===== config.mk =====
export PLATFORM = sky130hd
export DESIGN_NAME = pipe_field
export DESIGN_NICKNAME = d
export VERILOG_FILES = /design/src/rtl/pipe_field.sv
export SDC_FILE = /design/constraint.sdc
export NUM_CORES = 1
export LEC_CHECK = 0
export CORE_MARGIN = 2
export CORE_UTILIZATION = 54
export DETAILED_ROUTE_END_ITERATION = 8
export PLACE_DENSITY = 0.78
export SYNTH_ARGS = -nofsm -noshare
export SYNTH_HDL_FRONTEND = slang
export SYNTH_SLANG_ARGS = --single-unit

===== constraint.sdc =====
create_clock -name clk -period 8.6 [get_ports clk]
set_input_delay 1.29 -clock clk [delete_from_list [all_inputs] [get_ports clk]]
set_output_delay 1.29 -clock clk [all_outputs]
set_load 0.02 [all_outputs]

===== src/rtl/pipe_field.sv =====
// pipe_field: scrolling pipe obstacles, bird collision detect and score keeping.
// Two pipes scroll left and recycle forever; new gap heights come from an LFSR.
// Ports:
//   clk          system clock
//   reset        synchronous, active-high; wins over everything
//   i_bird_y     bird top y from the physics block
//   i_alive      game running flag from the physics block
//   o_pipe0_x    pipe 0 right-edge x (left edge = x - PIPE_W)
//   o_pipe0_gap  pipe 0 gap top y
//   o_pipe1_x    pipe 1 right-edge x
//   o_pipe1_gap  pipe 1 gap top y
//   o_collision  sticky hit flag (set the cycle after a hit, cleared by reset)
//   o_score      pipes passed, saturating at 999
module pipe_field #(
    parameter int unsigned SCREEN_W  = 640,
    parameter int unsigned PIPE_W    = 52,
    parameter int unsigned GAP_H     = 120,
    parameter int unsigned GAP_MIN   = 40,
    parameter int unsigned BIRD_X    = 100,
    parameter int unsigned BIRD_W    = 24,
    parameter int unsigned BIRD_H    = 24,
    parameter int unsigned SCROLL    = 2,
    parameter int unsigned TICK_BITS = 20
) (
    input  logic        clk,
    input  logic        reset,
    input  logic [9:0]  i_bird_y,
    input  logic        i_alive,
    output logic [10:0] o_pipe0_x,
    output logic [9:0]  o_pipe0_gap,
    output logic [10:0] o_pipe1_x,
    output logic [9:0]  o_pipe1_gap,
    output logic        o_collision,
    output logic [9:0]  o_score
);

    localparam int unsigned XW = 11;
    localparam int unsigned YW = 10;
    localparam int unsigned SW = 10;
    localparam int unsigned LW = 16;
    localparam int unsigned NP = 2;

    localparam logic [XW-1:0] X_SPAWN  = XW'(SCREEN_W + PIPE_W);
    localparam logic [XW-1:0] X_SPACE  = XW'((SCREEN_W + PIPE_W) / 2);
    localparam logic [XW-1:0] X_SCROLL = XW'(SCROLL);
    localparam logic [XW-1:0] X_BIRD   = XW'(BIRD_X);
    localparam logic [XW-1:0] X_HIT_HI = XW'(BIRD_X + BIRD_W + PIPE_W);
    localparam logic [XW-1:0] Y_BIRD_H = XW'(BIRD_H);
    localparam logic [XW-1:0] Y_GAP_H  = XW'(GAP_H);
    localparam logic [YW-1:0] GAP_BASE = YW'(GAP_MIN);
    localparam logic [YW-1:0] GAP_RST  = YW'(200);
    localparam logic [SW-1:0] SCORE_MX = SW'(999);
    localparam logic [LW-1:0] LFSR_SEED = 16'hACE1;
    localparam logic [LW-1:0] LFSR_TAPS = 16'hB400;

    logic [TICK_BITS-1:0] r_tick_cnt;
    logic [LW-1:0]        r_lfsr;
    logic [XW-1:0]        r_x   [NP];
    logic [YW-1:0]        r_gap [NP];
    logic                 r_collision;
    logic [SW-1:0]        r_score;

    logic [XW-1:0]        w_x_nxt   [NP];
    logic [YW-1:0]        w_gap_nxt [NP];
    logic [NP-1:0]        w_overlap;
    logic [NP-1:0]        w_vert;
    logic                 w_cross;
    logic                 w_hit;
    logic                 w_tick;
    logic                 w_gate;
    logic [LW-1:0]        w_lfsr_nxt;

    // Scroll tick once per counter wrap; pipes only move while playing and unhurt
    assign w_tick = &r_tick_cnt;
    assign w_gate = w_tick & i_alive & ~r_collision;

    // Right-shifting Galois LFSR
    assign w_lfsr_nxt = r_lfsr[0] ? ((r_lfsr >> 1) ^ LFSR_TAPS) : (r_lfsr >> 1);

    // Per-pipe next position/gap, score crossing and collision terms
    always_comb begin
        w_cross = 1'b0;
        w_hit   = 1'b0;
        for (int i = 0; i < NP; i++) begin
            w_x_nxt[i]   = r_x[i];
            w_gap_nxt[i] = r_gap[i];
            w_overlap[i] = 1'b0;
            w_vert[i]    = 1'b0;
            if (r_x[i] <= X_SCROLL) begin
                w_x_nxt[i]   = X_SPAWN;
                w_gap_nxt[i] = GAP_BASE + YW'(r_lfsr[7:0]);
            end else begin
                w_x_nxt[i] = r_x[i] - X_SCROLL;
            end
            if ((r_x[i] > X_BIRD) && (w_x_nxt[i] <= X_BIRD)) begin
                w_cross = 1'b1;
            end
            w_overlap[i] = (r_x[i] > X_BIRD) && (r_x[i] < X_HIT_HI);
            // 11-bit sums so the bottom-edge compare cannot wrap
            w_vert[i] = (XW'(i_bird_y) < XW'(r_gap[i])) ||
                        ((XW'(i_bird_y) + Y_BIRD_H) > (XW'(r_gap[i]) + Y_GAP_H));
            if (w_overlap[i] && w_vert[i]) begin
                w_hit = i_alive;
            end
        end
    end

    // State update; score uses the pre-update collision value via w_gate
    always_ff @(posedge clk) begin
        if (reset) begin
            r_tick_cnt  <= '0;
            r_lfsr      <= LFSR_SEED;
            r_x[0]      <= X_SPAWN;
            r_x[1]      <= X_SPAWN + X_SPACE;
            r_gap[0]    <= GAP_RST;
            r_gap[1]    <= GAP_RST;
            r_collision <= 1'b0;
            r_score     <= '0;
        end else begin
            r_tick_cnt  <= r_tick_cnt + TICK_BITS'(1);
            r_lfsr      <= w_lfsr_nxt;
            r_collision <= r_collision | w_hit;
            if (w_gate) begin
                for (int i = 0; i < NP; i++) begin
                    r_x[i]   <= w_x_nxt[i];
                    r_gap[i] <= w_gap_nxt[i];
                end
                if (w_cross && (r_score != SCORE_MX)) begin
                    r_score <= r_score + SW'(1);
                end
            end
        end
    end

    assign o_pipe0_x   = r_x[0];
    assign o_pipe0_gap = r_gap[0];
    assign o_pipe1_x   = r_x[1];
    assign o_pipe1_gap = r_gap[1];
    assign o_collision = r_collision;
    assign o_score     = r_score;

endmodule

==> run metrics, run 1 <==
run status=finished clean; syn_area_per_cell=about 9.3 um2; normalized max-slew margin=~22%; # clock sinks=a little under 90; Yosys top cell by area=edfxtp_1; CTS resizes=0; endpoints failing setup=0; CP top delay family=compound AO/OA/AOI/OAI gates; wire per inst=15.5 um; row count=35; number of cells on the worst reg-to-reg path=9; WP buf/inv=2; Synth cell types=60; ys flop type=dfxtp_1; Worst R2R Start=r_x[0][12]$_SDFFCE_PN1P_; WS Path Type=in2reg; H-Tree Depth=3; Post-synth EDFFs=40; DRC viols=0; DR vias/cell=~5.7; Arrival @ worst endpoint=3.82 ns; Post-CTS Setup Inserts=0; Setup crit start kind=input pin; # diodes=0; RSZ-0062 raised after global routing=false; crit path cell chain=clkdlybuf4s50_1 > inv_1 > ha_1 > xnor2_1 > ha_1 > o41ai_1 > a211o_1 > o21ai_0 > a221oi_1 > o221ai_1; DR iter-0 viols=about 210; IO Count=66; GP Congestion=0.938; WP data required=a little under 9 ns; die area=about 10000 um2; register area share after synthesis=42.0%; hold depth=1; max incr delay on CP=~0.58 ns; Die Wd=101 um; post-layout util=about two thirds; vias in the first global route=3884; Tightest Hold Check Type=reg2reg; proportion of layout cells with a drive suffix above 1=under 10%; Critical Path Stages=10; top-area cell type share of the netlist area=a little under a quarter; Final Cycle Share=about two fifths; dpl hpwl=8.56 mm; total power=a little over 800 uW; CP Launch Point=i_bird_y[3]; setup_tns=0 ns; global-route wire length before repair=18.1 mm; Max Clk Rate=~280 MHz; Area growth, synth to finish=17.6%; CP Max Fanout=6; grt total ovfl=0; Power Density=approximately 140 nW/um2; clk_skew=0.00967 ns; final worst path period need=roughly 3.6 ns; Final Slew Violations=0; design area=6000 um2; Starting Density=55.5%; Clock transition at path regs=~0.08 ns; WL final=between 10 and 15 mm; Synth Register Bits=87; core area=around 9000 um2; hold_buf cts=0; maxcap violations=0; CP dominant cell by count=ha_1; clk_lat worst skew=around 0.36 ns; Initial DRT Pass Iterations=4; cell count after synthesis=approximately 550; # nets final=~660; R2R Setup Slk=5.34 ns; Placed Instances=between 700 and 800; Synth async-reset ratio=0%; initial antenna violation count=0; largest cells by area after synthesis=edfxtp_1 (24%), dfxtp_1 (18%), ha_1 (9.3%); Setup crit end kind=flip-flop; Fillers=~760; Slowest-stage cell, CP=clkdlybuf4s50_1; Die Y=101 um; maximum buffer depth of the clock tree=2; Clock Tree Root=clkbuf_8; worst r2r dst=o_score[3]$_SDFFE_PP0P_; fin cells=721; final hold violation count=0; Worst-Margin Slew=about 1.2 ns; Ys Warns=0; worst vdd ir=approximately 0.090 mV; CTS Buf Count=9; Static Leakage=2.29 nW; total number of vias=just over 4000; GRT Util Overall=between 20% and 30%; IO Port Bufs=between 60 and 70; Post-DP Area=~5800 um2; synthesized area=just over 5000 um2; pin count of the biggest net entering global routing=53; TritonCTS clock tree=yes; DRT antenna net count=0; CP endpoint=o_collision$_SDFF_PP0_
[stage by stage]
step / hold slack (ns) / setup WS [ns]
after floorplan: 0.389 / 5.55
after global placement: 0.394 / 4.78
after detailed placement: 0.398 / 4.70
after CTS: 0.432 / 5.07
after global routing: 0.434 / 4.86
final: 0.419 / 5.00
[logic make-up (layout without fill, tap and decap cells)]
group                    count (synthesis)  count (layout)  synth area share (%)
buffers and inverters                   50             112                  4.00
multiplexers                            11              11                  2.30
AO/OA/AOI/OAI                           79              79                  10.0
flip-flops                              87              87                  42.0
other                                    1               2                0.0735
XOR/XNOR                                48              48                  8.24
AND/OR/NAND/NOR                        231             231                  23.7
adder cells (fa/ha/maj)                 40              40                  9.71
[per-layer routing]
| layer | track usage (%) | share of wire (%) | wire, um |
|---|---|---|---|
| met5 | 0 | 0 | 0 |
| met4 | 10.5 | 3.2 | 362 |
| met1 | 28.8 | 46 | 5170 |
| met3 | 2.76 | 3.4 | 379 |
| met2 | 37.3 | 47 | 5290 |
[worst min-delay path by stage]
stage / start / end / slack [ns]
after floorplan: r_lfsr[12]$_SDFF_PP0_ / r_lfsr[11]$_SDFF_PP1_ / 0.39
after global routing: r_lfsr[8]$_SDFF_PP0_ / r_lfsr[7]$_SDFF_PP1_ / 0.43
after CTS: r_lfsr[12]$_SDFF_PP0_ / r_lfsr[11]$_SDFF_PP1_ / 0.43
after global placement: r_lfsr[8]$_SDFF_PP0_ / r_lfsr[7]$_SDFF_PP1_ / 0.39
after detailed placement: r_lfsr[12]$_SDFF_PP0_ / r_lfsr[11]$_SDFF_PP1_ / 0.40
final: r_lfsr[8]$_SDFF_PP0_ / r_lfsr[7]$_SDFF_PP1_ / 0.42
[final cells by class]
cell class,instances,area (um2),share of cell area (%)
tap,111,139,2.31
inverter,32,120,2.00
multi-input combinational,411,2760,46.0
clock buffer,11,163,2.71
timing repair buffer,64,638,10.6
clock inverter,5,37.5,0.626
sequential,87,2140,35.7
[Yosys cell counts, drive strengths merged, types with 11 or more instances]
| cell | count |
|---|---|
| nor3 | 16 |
| o21ai | 22 |
| xor2 | 18 |
| nor2b | 16 |
| ha | 38 |
| nor2 | 68 |
| xnor2 | 30 |
| dfxtp | 47 |
| nand3 | 21 |
| edfxtp | 40 |
| a21oi | 19 |
| or3 | 11 |
| inv | 32 |
| nand2 | 48 |
[flip-flops by register name (all words and copies together), names as in the netlist]
signal and cells:
o_score 10, r_tick_cnt 20, r_x 22, r_lfsr 16
o_collision 1, r_gap 18
[worst register-to-register path: stages, from the launching register on]
cell and delay (ns):
edfxtp_1 0.54, inv_1 0.16, ha_1 0.29, nor3b_2 0.43
nand3b_1 0.17, xor2_1 0.21, o311ai_0 0.24, o22a_2 0.37
nor4b_1 0.38, mux2_1 0.36
[where the power goes]
group	total, mW	internal (mW)	switching (mW)
combinational	0.0882	0.0393	0.0489
sequential	0.453	0.442	0.0105
clock	0.278	0.133	0.145
total	0.819	0.614	0.205
[cells in the final DEF (no fill, tap or decap), types with 3 or more instances in the layout]
cell type,count
nor2_1,66
nor4_2,5
nor3_1,16
nand3b_1,3
dfxtp_1,47
nor2b_1,16
o41ai_1,3
a21oi_1,19
clkdlybuf4s50_1,63
xor2_1,18
or2_2,7
edfxtp_1,40
o21a_1,5
nand3_1,21
nand2_1,48
nand2b_1,6
inv_1,32
o22ai_1,3
ha_1,38
mux2i_1,5
o21ai_0,22
or3_1,10
mux2_1,6
a31oi_1,5
o2111ai_1,4
nand4_1,9
and3_1,4
clkbuf_8,10
xnor2_1,30
(Power assumes the default switching activity.)
==> inputs of run 2 (changes only) <==
--- a/config.mk
+++ b/config.mk
@@ -6,9 +6,9 @@
 export NUM_CORES = 1
 export LEC_CHECK = 0
 export CORE_MARGIN = 2
-export CORE_UTILIZATION = 54
+export CORE_UTILIZATION = 51
 export DETAILED_ROUTE_END_ITERATION = 8
-export PLACE_DENSITY = 0.78
+export PLACE_DENSITY = 0.77
 export SYNTH_ARGS = -nofsm -noshare
 export SYNTH_HDL_FRONTEND = slang
 export SYNTH_SLANG_ARGS = --single-unit
==> constraint.sdc (replaced) <==
create_clock -name clk -period 3.16 [get_ports clk]
set_input_delay 0.474 -clock clk [delete_from_list [all_inputs] [get_ports clk]]
set_output_delay 0.474 -clock clk [all_outputs]
set_load 0.02 [all_outputs]
==> run 2 against run 1 <==
Compared with the run above: design area up 1.9%; non-clock buffer count grew 12; cell count up 4.7%; global-route usage down 0.38 points; via count grew 2.4%; sequential cell count unchanged; register-to-register slack worse by 5.1 ns; clock power rose to 2.7 times the previous value; setup slack got worse by 4.8 ns; routed wire length grew 4.6%; die area rose by 5.6%; clock skew is 0.0012 ns lower; critical path type is now reg2reg.
==> run metrics, run 2 (synthesis results as in run 1) <==
Most flops, register=r_x (unchanged); clock network power share=33.4% (was 33.9%); endpoints failing setup=0 (unchanged); Internal Power=1.67 mW (was 614 uW); Starting Density=52.4% (was 55.5%); global-route wire length before repair=19.7 mm (was 18.1 mm); maxcap violations=0 (unchanged); Initial DRT Pass Iterations=4 (unchanged); final hold violation count=0 (unchanged); H-Tree Depth=3 (unchanged); Arrival @ worst endpoint=3.15 ns (was 3.82 ns); # clock sinks=87 (unchanged); Psw=547 uW (was 205 uW); GRT Util Overall=21.9% (was 22.3%); Final Slew Violations=0 (unchanged); worst r2r dst=o_score[3]$_SDFFE_PP0P_ (unchanged); proportion of layout cells with a drive suffix above 1=8.04% (was 6.39%); hold_buf cts=0 (unchanged); Sw Ratio=24.6% (was 25.0%); normalized max-slew margin=59.6% (was 21.9%); Power Density=363 nW/um2 (was 136 nW/um2); grt total ovfl=0 (unchanged); most frequent cells in the layout=nor2_1 (66), clkdlybuf4s50_1 (63), nand2_1 (48) (unchanged); DR iter-0 viols=328 (was 205); TritonCTS clock tree=yes (unchanged); worst vdd ir=0.274 mV (was 0.0899 mV); die area=10800 um2 (was 10200 um2); Area growth, synth to finish=19.8% (was 17.6%); row count=36 (was 35); clk_lat worst skew=0.35 ns (was 0.36 ns); Clock Tree Root=clkbuf_8 (unchanged); Static Leakage=2.34 nW (was 2.29 nW); Fillers=842 (was 761); # nets final=668 (was 656); Tightest Hold Check Type=reg2reg (unchanged); Final Cycle Share=between 90% and 100%; number of cells on the worst reg-to-reg path=9 (unchanged); Die Y=104 um (was 101 um); Worst R2R Start=r_x[0][13]$_SDFFCE_PN1P_ (was r_x[0][12]$_SDFFCE_PN1P_); WS Path Type=reg2reg (was in2reg); RSZ-0062 raised after global routing=false (unchanged); GP Congestion=0.958 (was 0.938); CP Max Fanout=12 (was 6); hold depth=1 (unchanged); IO Port Bufs=63 (unchanged); setup_tns=0 ns (unchanged); WP data required=3.40 ns (was 8.83 ns); R2R Setup Slk=0.25 ns (was 5.34 ns); Post-DP Area=5920 um2 (was 5800 um2); max reg flops=22 (unchanged); pin count of the biggest net entering global routing=52 (was 53); Setup crit start kind=flip-flop (was input pin); Worst-Margin Slew=0.606 ns (was 1.16 ns); most common cell after layout, fill and taps aside=nor2_1 (unchanged); worst-case hold path end point=r_lfsr[7]$_SDFF_PP1_ (unchanged); Clock transition at path regs=0.09 ns (was 0.08 ns); Max Clk Rate=~340 MHz; total number of vias=4190 (was 4093); wire per inst=15.5 um (about the same); clk_skew=0.00849 ns (was 0.00967 ns); core area=9730 um2 (was 9200 um2); # diodes=0 (unchanged); maximum buffer depth of the clock tree=2 (unchanged); initial antenna violation count=0 (unchanged); DRC viols=0 (unchanged); Setup crit end kind=flip-flop (unchanged); Seq pwr share=55.4% (was 55.3%); final worst path period need=a little under 3 ns; IO Count=66 (unchanged); CTS Buf Count=9 (unchanged); Largest regs=r_x: 22 flops, r_tick_cnt: 20 flops, r_gap: 18 flops (unchanged); WL final=11.7 mm (was 11.2 mm); run status=finished clean (unchanged); vias in the first global route=4099 (was 3884); DR vias/cell=5.55 (was 5.68); dpl hpwl=8.94 mm (was 8.56 mm); DRT antenna net count=0 (unchanged); Hold Path Origin=r_lfsr[8]$_SDFF_PP0_ (unchanged); Post-CTS Setup Inserts=0 (unchanged); Die Wd=104 um (was 101 um); design area=6110 um2 (was 6000 um2); combinational fraction of design power=11.2% (was 10.8%)
-- run 2: area by class of cell --
| cell class | count | area (um2) | area share [%] |
|---|---|---|---|
| Multi-Input combinational cell | 411 | 2770 | 45.3 |
| Sequential cell | 87 | 2140 | 35.1 |
| Timing Repair Buffer | 76 | 728 | 11.9 |
| Tap cell | 133 | 166 | 2.72 |
| Clock buffer | 9 | 124 | 2.03 |
| Inverter | 32 | 120 | 1.97 |
| Clock inverter | 7 | 63.8 | 1.04 |
-- run 2: stage by stage --
step | hold WS (ns) | util [%] | worst slack, ns | cells | power, mW
floorplan | 0.389 | - | 0.218 | 548 | 1.41
global placement | 0.393 | 60.8 | 0.302 | 739 | 1.50
detailed placement | 0.407 | 60.8 | 0.251 | 739 | 1.50
CTS | 0.430 | 62.7 | 0.227 | 755 | 2.23
global route | 0.435 | 62.8 | 0.0621 | 755 | 2.31
finish | 0.436 | 62.8 | 0.250 | 755 | 2.22
-- run 2: critical path, cell delays in order (launching register included) --
cell and delay (ns):
edfxtp_1 0.39, inv_1 0.12, ha_1 0.29, nor3b_4 0.34, nand3b_1 0.14, xor2_1 0.20
o311ai_0 0.24, o22a_2 0.37, nor4b_1 0.35, mux2_1 0.35
-- run 2: power groups by stage --
stage | combinational [mW] | clock (mW) | sequential (mW)
6_report | 0.249 | 0.741 | 1.23
5_1_grt | 0.280 | 0.801 | 1.23
4_1_cts | 0.250 | 0.753 | 1.23
3_5_place_dp | 0.248 | 0 | 1.25
3_3_place_gp | 0.244 | 0 | 1.25
2_1_floorplan | 0.142 | 0 | 1.26
-- run 2: worst max-delay path by stage --
| stage | from | endpoint | slack, ns | depth (start not counted) |
|---|---|---|---|---|
| 3_3_place_gp | i_bird_y[3] | o_collision$_SDFF_PP0_ | 0.30 | 10 |
| 5_1_grt | r_x[0][13]$_SDFFCE_PN1P_ | o_score[3]$_SDFFE_PP0P_ | 0.06 | 9 |
| 2_1_floorplan | r_x[0][1]$_SDFFCE_PN0P_ | o_score[4]$_SDFFE_PP0P_ | 0.22 | 12 |
| 3_5_place_dp | r_x[0][13]$_SDFFCE_PN1P_ | o_score[3]$_SDFFE_PP0P_ | 0.25 | 9 |
| 4_1_cts | r_x[0][13]$_SDFFCE_PN1P_ | o_score[3]$_SDFFE_PP0P_ | 0.23 | 9 |
| 6_report | r_x[0][13]$_SDFFCE_PN1P_ | o_score[3]$_SDFFE_PP0P_ | 0.25 | 9 |
-- run 2: what timing repair did --
item | CTS | global route
hold endpoints to repair | 0 | 0
resized for setup | 0 | 1
endpoints found under the setup margin | 0 | 1
-- run 2: routing by layer --
metal	track usage, %	wire [um]	vias up
met2	38.0	5890	118
met5	0	0	-
met4	7.82	241	0
li1	-	-	2066
met1	27.3	5100	1987
met3	3.88	496	19
==> inputs of run 3 (changes only) <==
--- a/config.mk
+++ b/config.mk
@@ -5,6 +5,7 @@
 export SDC_FILE = /design/constraint.sdc
 export NUM_CORES = 1
 export LEC_CHECK = 0
+export ABC_AREA = 1
 export CORE_MARGIN = 2
 export CORE_UTILIZATION = 51
 export DETAILED_ROUTE_END_ITERATION = 8
==> run 3 against run 2 <==
Compared with the run above: synthesized area up 6.1%; count of clock-buffer cells in the layout unchanged; maximum frequency up 10%; sequential cell count unchanged; critical path type unchanged.
==> run metrics, run 3 <==
run status=finished clean (unchanged); Post-CTS Setup Inserts=0 (unchanged); WP buf/inv=1 (unchanged); maxcap violations=0 (unchanged); Critical Path Stages=13 (was 9); TritonCTS clock tree=yes (unchanged); Power Density=409 nW/um2 (was 363 nW/um2); # nets final=842 (was 668); grt met1 use=27.6% (was 27.3%); # diodes=0 (unchanged); total number of vias=4957 (was 4190); number of cells on the worst reg-to-reg path=13 (was 9); Final Slew Violations=0 (unchanged); Die Wd=107 um (was 104 um); WS Path Type=reg2reg (unchanged); row count=37 (was 36); register area share after synthesis=39.6% (was 42.0%); Seq pwr share=48.1% (was 55.4%); total power=2.64 mW (was 2.22 mW); most frequent cells in the layout=nand2_1 (166), inv_1 (115), nor2_1 (91) (was nor2_1 (66), clkdlybuf4s50_1 (63), nand2_1 (48)); Placed Instances=916 (was 739); Worst R2R Start=r_x[0][12]$_SDFFCE_PN1P_ (was r_x[0][13]$_SDFFCE_PN1P_); syn_area_per_cell=7.52 um2 (was 9.33 um2); maximum buffer depth of the clock tree=2 (unchanged); hold depth=2 (was 1); final hold violation count=0 (unchanged); hold_ws=0.407 ns (was 0.436 ns); CP top delay family=simple AND/OR/NAND/NOR gates (unchanged); dpl hpwl=10.3 mm (was 8.94 mm); Largest regs=r_x: 22 flops, r_tick_cnt: 20 flops, r_gap: 18 flops (unchanged); Hold Path Origin=r_lfsr[9]$_SDFF_PP0_ (was r_lfsr[8]$_SDFF_PP0_); Max Clk Rate=378 MHz (was 344 MHz); Clock Tree Root=clkbuf_8 (unchanged); Area growth, synth to finish=19.1% (was 19.8%); synth cell count leaders=nand2_1 (166), inv_1 (115), nor2_1 (91), dfxtp_1 (47), nand3_1 (41) (was nor2_1 (66), nand2_1 (48), dfxtp_1 (47), edfxtp_1 (40), ha_1 (38)); worst r2r dst=o_score[1]$_SDFFE_PP0P_ (was o_score[3]$_SDFFE_PP0P_); R2R Setup Slk=0.52 ns (was 0.25 ns); normalized max-slew margin=62.1% (was 59.6%); Ys Warns=0 (unchanged); Synth async-reset ratio=0% (unchanged); GP Congestion=0.948 (was 0.958); Arrival @ worst endpoint=2.95 ns (was 3.15 ns); crit path cell chain=inv_1 > ha_1 > nand2_2 > o21ai_0 > nor3b_1 > nand3_1 > nor2_1 > nand2_1 > nand2_2 > nand2_1 > nand2_1 > nand2_1 > nor2_1 (was inv_1 > ha_1 > nor3b_4 > nand3b_1 > xor2_1 > o311ai_0 > o22a_2 > nor4b_1 > mux2_1); RSZ-0062 raised after global routing=false (unchanged); top-area cell type share of the netlist area=22.2% (was 23.5%); Initial DRT Pass Iterations=5 (was 4); IO Port Bufs=63 (unchanged); Internal Power=1.92 mW (was 1.67 mW); Die Y=107 um (was 104 um); clk_lat worst skew=0.37 ns (was 0.35 ns); fin cells=932 (was 755); core area=10300 um2 (was 9730 um2); WL final=13.3 mm (was 11.7 mm); cell count after synthesis=720 (was 547); DR vias/cell=5.32 (was 5.55); synthesized area=5420 um2 (was 5100 um2); CP dominant cell by count=nand2_1; GRT Util Overall=23.6% (was 21.9%); DRT antenna net count=0 (unchanged); pin count of the biggest net entering global routing=31 (was 52); DR iter-0 viols=278 (was 328); die area=11500 um2 (was 10800 um2); Post-synth EDFFs=40 (unchanged); Slowest-stage cell, CP=edfxtp_1 (unchanged); largest cells by area after synthesis=edfxtp_1 (22%), dfxtp_1 (17%), nand2_1 (12%) (was edfxtp_1 (24%), dfxtp_1 (18%), ha_1 (9.3%)); most instantiated library cell after synthesis=nand2_1 (was nor2_1); hold_buf cts=0 (unchanged); combinational fraction of design power=16.2% (was 11.2%); Clock transition at path regs=0.10 ns (was 0.09 ns); endpoints failing setup=0 (unchanged); Worst-Margin Slew=0.568 ns (was 0.606 ns); Static Leakage=2.89 nW (was 2.34 nW); Synth cell types=43 (was 60); Synth Register Bits=87 (unchanged); final worst path period need=2.64 ns (was 2.91 ns); max reg flops=22 (unchanged); ys flop type=dfxtp_1 (unchanged); wire per inst=14.3 um (was 15.5 um); DRC viols=0 (unchanged); Setup crit start kind=flip-flop (unchanged); most common cell after layout, fill and taps aside=nand2_1 (was nor2_1); Psw=717 uW (was 547 uW); proportion of layout cells with a drive suffix above 1=8.04% (about the same); global-route wire length before repair=21.7 mm (was 19.7 mm); clock network power share=35.8% (was 33.4%); setup_tns=0 ns (unchanged); clk_skew=0.0179 ns (was 0.00849 ns); Sw Ratio=27.2% (was 24.6%); # clock sinks=87 (unchanged); Most flops, register=r_x (unchanged); grt met3 use=3.40% (was 3.88%); met2 Use GR=43.0% (was 38.0%); max incr delay on CP=0.49 ns (was 0.39 ns); CTS Buf Count=9 (unchanged); Setup crit end kind=flip-flop (unchanged); Starting Density=52.5% (was 52.4%); CTS resizes=0 (unchanged); worst-case hold path end point=r_lfsr[8]$_SDFF_PP0_ (was r_lfsr[7]$_SDFF_PP1_); WP data required=3.46 ns (was 3.40 ns); GR peak layer=met2 (unchanged); Final Cycle Share=83.7% (was 92.1%); Yosys top cell by area=edfxtp_1 (unchanged); worst vdd ir=0.299 mV (was 0.274 mV); Tightest Hold Check Type=reg2reg (unchanged); grt total ovfl=0 (unchanged); vias in the first global route=4733 (was 4099); IO Count=66 (unchanged); H-Tree Depth=3 (unchanged); initial antenna violation count=0 (unchanged); CP Max Fanout=12 (unchanged)
-- run 3: cell type report --
class | count | area, um2
repair buffers | 70 | 683
fillers | 895 | 3880
clock inverters | 7 | 120
inverters | 118 | 443
flip-flops and latches | 87 | 2140
multi-input cells | 505 | 2770
clock buffers | 9 | 124
well taps | 136 | 170
-- run 3: worst min-delay path: stages (launching register included) --
cell     delay [ns]
dfxtp_1        0.31
inv_1          0.04
nor2_1         0.03
-- run 3: worst max path at each step --
stage / startpoint / to
5_1_grt: r_x[0][12]$_SDFFCE_PN1P_ / o_score[9]$_SDFFE_PP0P_
2_1_floorplan: r_tick_cnt[0]$_SDFF_PP0_ / r_gap[0][0]$_SDFFCE_PN0P_
3_3_place_gp: i_bird_y[3] / o_collision$_SDFF_PP0_
3_5_place_dp: i_bird_y[3] / o_collision$_SDFF_PP0_
4_1_cts: r_x[0][12]$_SDFFCE_PN1P_ / o_score[1]$_SDFFE_PP0P_
6_report: r_x[0][12]$_SDFFCE_PN1P_ / o_score[1]$_SDFFE_PP0P_
-- run 3: kinds of logic (layout without fill, tap and decap cells) --
family	Yosys count	after routing	synth area share (%)
compound gates	76	76	7.81
fa+ha+maj	38	38	8.78
flops	87	87	39.6
other cells	1	2	0.0692
xor+xnor	18	18	2.91
buf+inv	129	204	9.45
simple gates	371	371	31.4
-- run 3: routing by layer --
layer | part of all wire [%] | wire (um) | vias to the layer above
met1 | 41 | 5490 | 2270
met2 | 50 | 6700 | 182
met5 | 0 | 0 | -
met3 | 5.1 | 679 | 41
met4 | 3.5 | 462 | 0
li1 | - | - | 2464
-- run 3: power groups by stage --
| stage | registers, mW | logic (mW) | clock network [mW] |
|---|---|---|---|
| final | 1.27 | 0.426 | 0.943 |
| after CTS | 1.27 | 0.423 | 0.951 |
| after floorplan | 1.31 | 0.240 | 0 |
| after detailed placement | 1.29 | 0.421 | 0 |
| after global placement | 1.29 | 0.408 | 0 |
| after global routing | 1.27 | 0.472 | 1.00 |
-- run 3: metrics by stage --
step                area, um2  utilization [%]  setup slack (ns)
CTS                      6450             62.5             0.592
floorplan                5420                -             0.703
detailed placement       6200             60.1             0.244
global route             6450             62.5             0.266
finish                   6450             62.5             0.516
global placement         6200             60.1             0.292
